## src/rtl/multi_cycle_ctrl.sv

```systemverilog
// ============================================================================
// multi_cycle_ctrl
// ----------------------------------------------------------------------------
// Control unit for a multi-cycle MIPS-like datapath. A five-state FSM
// (FETCH, DECODE, EXEC, MEM, WB) sequences each instruction. The datapath
// select lines are decoded combinationally from opcode/funct.
//
// Optional feature macro: MULTI_CYCLE_CTRL_PERF_CNT_EN
//   defined   -> 'retired' is a CNT_W-bit retired-instruction counter that
//                wraps around
//   undefined -> there is no counter register and 'retired' is tied to 0
//
// Parameters:
//   CNT_W        width of the retired-instruction counter
//
// Ports:
//   clk          sole clock, rising edge
//   rst          synchronous active-high reset
//   opcode       IR[31:26]
//   funct        IR[5:0]
//   zero         ALU zero flag (beq condition)
//   mem_ack      memory completes the outstanding request this cycle
//   mem_req      memory request strobe
//   mem_we       write qualifier for mem_req
//   mem_is_data  memory address select: 0 = PC, 1 = ALU result
//   ir_we        instruction register load
//   pc_we        PC load
//   pc_src       PC source: 00 PC+4, 01 branch target, 10 jump target
//   reg_we       GPR write strobe
//   alu_src      ALU B operand: 0 = register, 1 = immediate
//   gpr_dst      GPR destination: 0 = RT, 1 = RD
//   gpr_src      GPR write data: 00 ALU, 01 DMEM, 10 IMM
//   alu_op       000 add, 001 sub, 010 and, 011 or, 100 slt
//   illegal      one-cycle pulse on an undecodable instruction
//   retired      retired-instruction count
// ============================================================================
module multi_cycle_ctrl #(
    parameter int CNT_W = 32
) (
    input  logic             clk,
    input  logic             rst,
    input  logic [5:0]       opcode,
    input  logic [5:0]       funct,
    input  logic             zero,
    input  logic             mem_ack,
    output logic             mem_req,
    output logic             mem_we,
    output logic             mem_is_data,
    output logic             ir_we,
    output logic             pc_we,
    output logic [1:0]       pc_src,
    output logic             reg_we,
    output logic             alu_src,
    output logic             gpr_dst,
    output logic [1:0]       gpr_src,
    output logic [2:0]       alu_op,
    output logic             illegal,
    output logic [CNT_W-1:0] retired
);

    localparam logic [2:0] S_FETCH  = 3'd0;
    localparam logic [2:0] S_DECODE = 3'd1;
    localparam logic [2:0] S_EXEC   = 3'd2;
    localparam logic [2:0] S_MEM    = 3'd3;
    localparam logic [2:0] S_WB     = 3'd4;

    localparam logic [5:0] OP_RTYPE = 6'h00;
    localparam logic [5:0] OP_J     = 6'h02;
    localparam logic [5:0] OP_BEQ   = 6'h04;
    localparam logic [5:0] OP_ADDI  = 6'h08;
    localparam logic [5:0] OP_ORI   = 6'h0D;
    localparam logic [5:0] OP_LUI   = 6'h0F;
    localparam logic [5:0] OP_LW    = 6'h23;
    localparam logic [5:0] OP_SW    = 6'h2B;

    logic [2:0] r_state;
    logic [2:0] w_nextState;
    logic       w_retire;

    logic       w_legal;
    logic       w_isJ;
    logic       w_isBeq;
    logic       w_isLw;
    logic       w_isSw;
    logic       w_decAluSrc;
    logic       w_decGprDst;
    logic [1:0] w_decGprSrc;
    logic [2:0] w_decAluOp;

    // Instruction decoder. Produces the legality flag, the class flags the
    // FSM branches on, and the select values used from DECODE through WB.
    // An R-type with an unknown funct is illegal just like an unknown opcode.
    always_comb begin
        w_legal     = 1'b0;
        w_isJ       = 1'b0;
        w_isBeq     = 1'b0;
        w_isLw      = 1'b0;
        w_isSw      = 1'b0;
        w_decAluSrc = 1'b0;
        w_decGprDst = 1'b0;
        w_decGprSrc = 2'b00;
        w_decAluOp  = 3'b000;
        case (opcode)
            OP_RTYPE: begin
                w_decGprDst = 1'b1;
                w_legal     = 1'b1;
                case (funct)
                    6'h20:   w_decAluOp = 3'b000;
                    6'h22:   w_decAluOp = 3'b001;
                    6'h24:   w_decAluOp = 3'b010;
                    6'h25:   w_decAluOp = 3'b011;
                    6'h2A:   w_decAluOp = 3'b100;
                    default: w_legal    = 1'b0;
                endcase
            end
            OP_ADDI: begin
                w_legal     = 1'b1;
                w_decAluSrc = 1'b1;
            end
            OP_ORI: begin
                w_legal     = 1'b1;
                w_decAluSrc = 1'b1;
                w_decAluOp  = 3'b011;
            end
            OP_LUI: begin
                w_legal     = 1'b1;
                w_decAluSrc = 1'b1;
                w_decGprSrc = 2'b10;
            end
            OP_LW: begin
                w_legal     = 1'b1;
                w_isLw      = 1'b1;
                w_decAluSrc = 1'b1;
                w_decGprSrc = 2'b01;
            end
            OP_SW: begin
                w_legal     = 1'b1;
                w_isSw      = 1'b1;
                w_decAluSrc = 1'b1;
                w_decGprSrc = 2'b01;
            end
            OP_BEQ: begin
                w_legal    = 1'b1;
                w_isBeq    = 1'b1;
                w_decAluOp = 3'b001;
            end
            OP_J: begin
                w_legal = 1'b1;
                w_isJ   = 1'b1;
            end
            default: w_legal = 1'b0;
        endcase
    end

    // FSM next-state and output logic. While rst is high every output is
    // held at 0 so nothing leaves the controller during reset; the registered
    // state is forced to FETCH by the sequential block below. w_retire marks
    // each transition into FETCH that completes a legal instruction.
    always_comb begin
        w_nextState = r_state;
        w_retire    = 1'b0;
        mem_req     = 1'b0;
        mem_we      = 1'b0;
        mem_is_data = 1'b0;
        ir_we       = 1'b0;
        pc_we       = 1'b0;
        pc_src      = 2'b00;
        reg_we      = 1'b0;
        alu_src     = 1'b0;
        gpr_dst     = 1'b0;
        gpr_src     = 2'b00;
        alu_op      = 3'b000;
        illegal     = 1'b0;
        if (!rst) begin
            if (r_state != S_FETCH && w_legal) begin
                alu_src = w_decAluSrc;
                gpr_dst = w_decGprDst;
                gpr_src = w_decGprSrc;
                alu_op  = w_decAluOp;
            end
            case (r_state)
                S_FETCH: begin
                    mem_req = 1'b1;
                    if (mem_ack) begin
                        ir_we       = 1'b1;
                        pc_we       = 1'b1;
                        w_nextState = S_DECODE;
                    end
                end
                S_DECODE: begin
                    if (!w_legal) begin
                        illegal     = 1'b1;
                        w_nextState = S_FETCH;
                    end else if (w_isJ) begin
                        pc_we       = 1'b1;
                        pc_src      = 2'b10;
                        w_retire    = 1'b1;
                        w_nextState = S_FETCH;
                    end else begin
                        w_nextState = S_EXEC;
                    end
                end
                S_EXEC: begin
                    if (w_isBeq) begin
                        pc_we       = zero;
                        pc_src      = 2'b01;
                        w_retire    = 1'b1;
                        w_nextState = S_FETCH;
                    end else if (w_isLw || w_isSw) begin
                        w_nextState = S_MEM;
                    end else begin
                        w_nextState = S_WB;
                    end
                end
                S_MEM: begin
                    mem_req     = 1'b1;
                    mem_is_data = 1'b1;
                    mem_we      = w_isSw;
                    if (mem_ack) begin
                        if (w_isSw) begin
                            w_retire    = 1'b1;
                            w_nextState = S_FETCH;
                        end else begin
                            w_nextState = S_WB;
                        end
                    end
                end
                S_WB: begin
                    reg_we      = 1'b1;
                    w_retire    = 1'b1;
                    w_nextState = S_FETCH;
                end
                default: w_nextState = S_FETCH;
            endcase
        end
    end

    // State register. Reset wins over any pending transition, including a
    // coincident mem_ack, so an interrupted instruction simply restarts at
    // FETCH.
    always_ff @(posedge clk) begin
        if (rst) begin
            r_state <= S_FETCH;
        end else begin
            r_state <= w_nextState;
        end
    end

`ifdef MULTI_CYCLE_CTRL_PERF_CNT_EN
    logic [CNT_W-1:0] r_retired;

    // Retired-instruction counter; wraps naturally at 2^CNT_W.
    always_ff @(posedge clk) begin
        if (rst) begin
            r_retired <= '0;
        end else if (w_retire) begin
            r_retired <= r_retired + CNT_W'(1);
        end
    end

    assign retired = r_retired;
`else
    logic w_unusedRetire;

    // Counter not built: the retire event has no consumer.
    assign w_unusedRetire = w_retire;
    assign retired        = '0;
`endif

endmodule

```

## config.mk

```make
export PLATFORM = sky130hd
export DESIGN_NAME = multi_cycle_ctrl
export DESIGN_NICKNAME = d
export VERILOG_FILES = /design/src/rtl/multi_cycle_ctrl.sv
export SDC_FILE = /design/constraint.sdc
export NUM_CORES = 1
export LEC_CHECK = 0
export CAP_MARGIN = 20
export CORE_MARGIN = 2
export CORE_UTILIZATION = 36
export CTS_CLUSTER_DIAMETER = 60
export DETAILED_ROUTE_END_ITERATION = 16
export GPL_ROUTABILITY_DRIVEN = 0
export PLACE_DENSITY = 0.85
export SKIP_CTS_REPAIR_TIMING = 1
export SLEW_MARGIN = 30
export SYNTH_ARGS = -nofsm -noshare
export SYNTH_HDL_FRONTEND = slang
export SYNTH_SLANG_ARGS = --single-unit
```

## constraint.sdc

```tcl
create_clock -name clk -period 3.4 [get_ports clk]
set_input_delay 0.85 -clock clk [delete_from_list [all_inputs] [get_ports clk]]
set_output_delay 0.85 -clock clk [all_outputs]
set_load 0.01 [all_outputs]
```

==> qor.txt <==
Critical path's slowest cell = clkdlybuf4s50_1
DP Wirelength = 1.82 mm
Post-Synth XOR/XNOR Area = 1.04%
Wire per inst = 11.2 µm
Diode count = 0
Clk_skew = 2.93 ps
Most frequent cells in the layout = 32 x conb_1, 23 x buf_4, 14 x clkdlybuf4s50_1, 13 x nor2_1, 12 x dlymetal6s2s_1
I/O Buffers = 31
Clock latency on the worst-skew pair = 230 ps
CTS Buffer Depth = 2
RSZ-0062 raised after global routing = true
Static Leak = 0.000704 µW
Largest Register = r_state
Fin crit period = 3370 ps
Overall Power = 196 µW
Die Y = 52.3 µm
Avg Cell Area, Syn = 7.13 µm²
Setup-failing EPs final = 0
Initial drt markers = 22
Crit Path Class = primary input to output pin
Relative slew slack = 63.9%
Post-Synth Simple-Gate Area = 40.0%
CP endpoint kind = output pin
Layout area overhead = 47.3%
Most common cell after layout, fill and taps aside = conb_1
Layout Cells excl Fill = 197
Worst path max stage delay = 510 ps
HP Class = flop to flop
Fmax = 297 MHz
CTS Root Cell = clkbuf_4
Fin crit share = 99.2%
Post-synthesis adder-cell area fraction = 0%
Residual DRC count = 0
CTS Sinks = 3
First-pass GRT wire length = 3.31 mm
Mux share of post-synthesis cell area = 1.19%
PwrDens = 158 nW/µm²
H-tree depth = 1
Mapped Cells = 118
Std-Cell Rows = 17
Number of synthesized register bits = 3
Post-Syn Area = 841 µm²
Vias = 909
Data arrival, critical path = 2520 ps
WP data required = 2550 ps
DIE AREA = 2740 µm²
Floorplan core area = 2210 µm²
Top flop regs = r_state (3)
Synth cell types = 39
Io pins = 64
Starting Density = 38.0%
Pin count of the biggest net entering global routing = 11
Antenna Nets Post-Route = 0
Maxcap violations = 0
Final WL = 2.21 mm
CP Max Fanout = 6
Largest cells by area after synthesis = buf_4 29%, dfxtp_1 7.1%, nor2_1 6.3%, nor4_4 5.1%, nor3_1 4.8%
Combinational family with the most area after synthesis = simple AND/OR/NAND/NOR gates
Nets = 186
Share of cells above drive strength 1 = 27.8%
Fin. Hold Viols = 0
Final Max Tran Viols = 0
Vias in the first global route = 818
Worst Tran Pin Value = 537 ps
Compound-gate portion of the synthesized area = 13.2%
Synth warn = 0
CTS tree = built
Total global routing overflow = 0
Peak VDD IR = 0.000166 V
Initial DRT Pass Iterations = 4
Cell taking the most area after synthesis = buf_4
GR Util All Layers = 15.8%
Largest register FFs = 3
Placed insts = 190
Type of origin of the critical path = primary input
Clk slew on worst S/H paths = 40 ps
DIE WIDTH = 52.3 µm
CTS Buf Count = 3
Initial antenna violation count = 0
Seq/Total Area, Yosys = 7.14%
Status = finished, final reports clean
DR vias/cell = 4.61
Cell Chain, Critical Path = clkdlybuf4s50_1 -> nor2b_4 -> o221ai_1 -> o22a_2 -> a21o_4 -> nor4_4 -> buf_2
Top cell type's share of synthesized area = 29.5%
## cells in the mapped netlist, drive strengths merged
master  instances
nor4            3
a21o            1
o22ai           1
xor2            1
nor3            9
dfxtp           3
and2            1
and2b           1
or2             1
nand2           9
nand3           3
o22a            1
o21ai           1
o21bai          2
buf            36
nor2           14
inv             3
clkbuf          2
and4b           1
nand2b          2
a21oi           4
nor4b           1
a31oi           3
and3            2
mux2i           1
nand4b          3
a41oi           1
or4             1
o221ai          1
nor2b           3
nand3b          2
conb            1
## worst max-delay path: cells and delay by family
kind            cells  cell delay [ps]
simple gates        2              350
buf+inv             2              680
compound gates      3              640
## area by class of cell
type | instances | area (µm²)
Fill cell | 212 | 973
Multi-Input combinational cell | 105 | 618
Timing Repair Buffer | 54 | 488
Sequential cell | 3 | 60.1
Tap cell | 28 | 35.0
Clock buffer | 4 | 26.3
Inverter | 3 | 11.3
## logic make-up after synthesis
kind of cell / Yosys count
multiplexers: 1
AO/OA/AOI/OAI: 15
AND/OR/NAND/NOR: 56
XOR/XNOR: 1
buffers and inverters: 41
flip-flops: 3
other: 1
## power breakdown
part | internal (µW) | total, µW | switching (µW)
combinational | 44.1 | 96.7 | 52.5
sequential | 36.3 | 38.0 | 1.67
clock | 43.9 | 61.6 | 17.7
## metrics by stage
step / cell area [µm²] / utilization (%) / hold WS [ps] / setup TNS (ps) / worst slack, ps
final: 1240 / 56.0 / 609 / 0 / 28.7
after global routing: 1240 / 56.0 / 630 / -108 / -41.3
after CTS: 1180 / 53.3 / 615 / -4380 / -565
after detailed placement: 1150 / 52.1 / 591 / -4290 / -551
after global placement: 1150 / 52.1 / 587 / -3620 / -472
after floorplan: 957 / - / 552 / 0 / 495
## routing by layer
layer | up-vias | global-route usage [%] | share of wire (%)
li1 | 446 | - | -
met1 | 404 | 17.1 | 38
met2 | 53 | 27.7 | 52
met3 | 6 | 4.86 | 8.3
met4 | 0 | 7.69 | 1.8
met5 | - | 0 | 0
## worst paths after layout
path                                 from                      end  slack (ps)  cells past startpoint
setup / recovery                 funct[2]               gpr_src[1]          30                      7
setup reg to reg  r_state[0]$_SDFFE_PP0P_  r_state[0]$_SDFFE_PP0P_        2190                      3
hold reg to reg   r_state[2]$_SDFFE_PP0P_  r_state[1]$_SDFFE_PP0P_         610                      2
hold / removal    r_state[2]$_SDFFE_PP0P_  r_state[1]$_SDFFE_PP0P_         610                      2
Power figures use the tool's default switching activity.
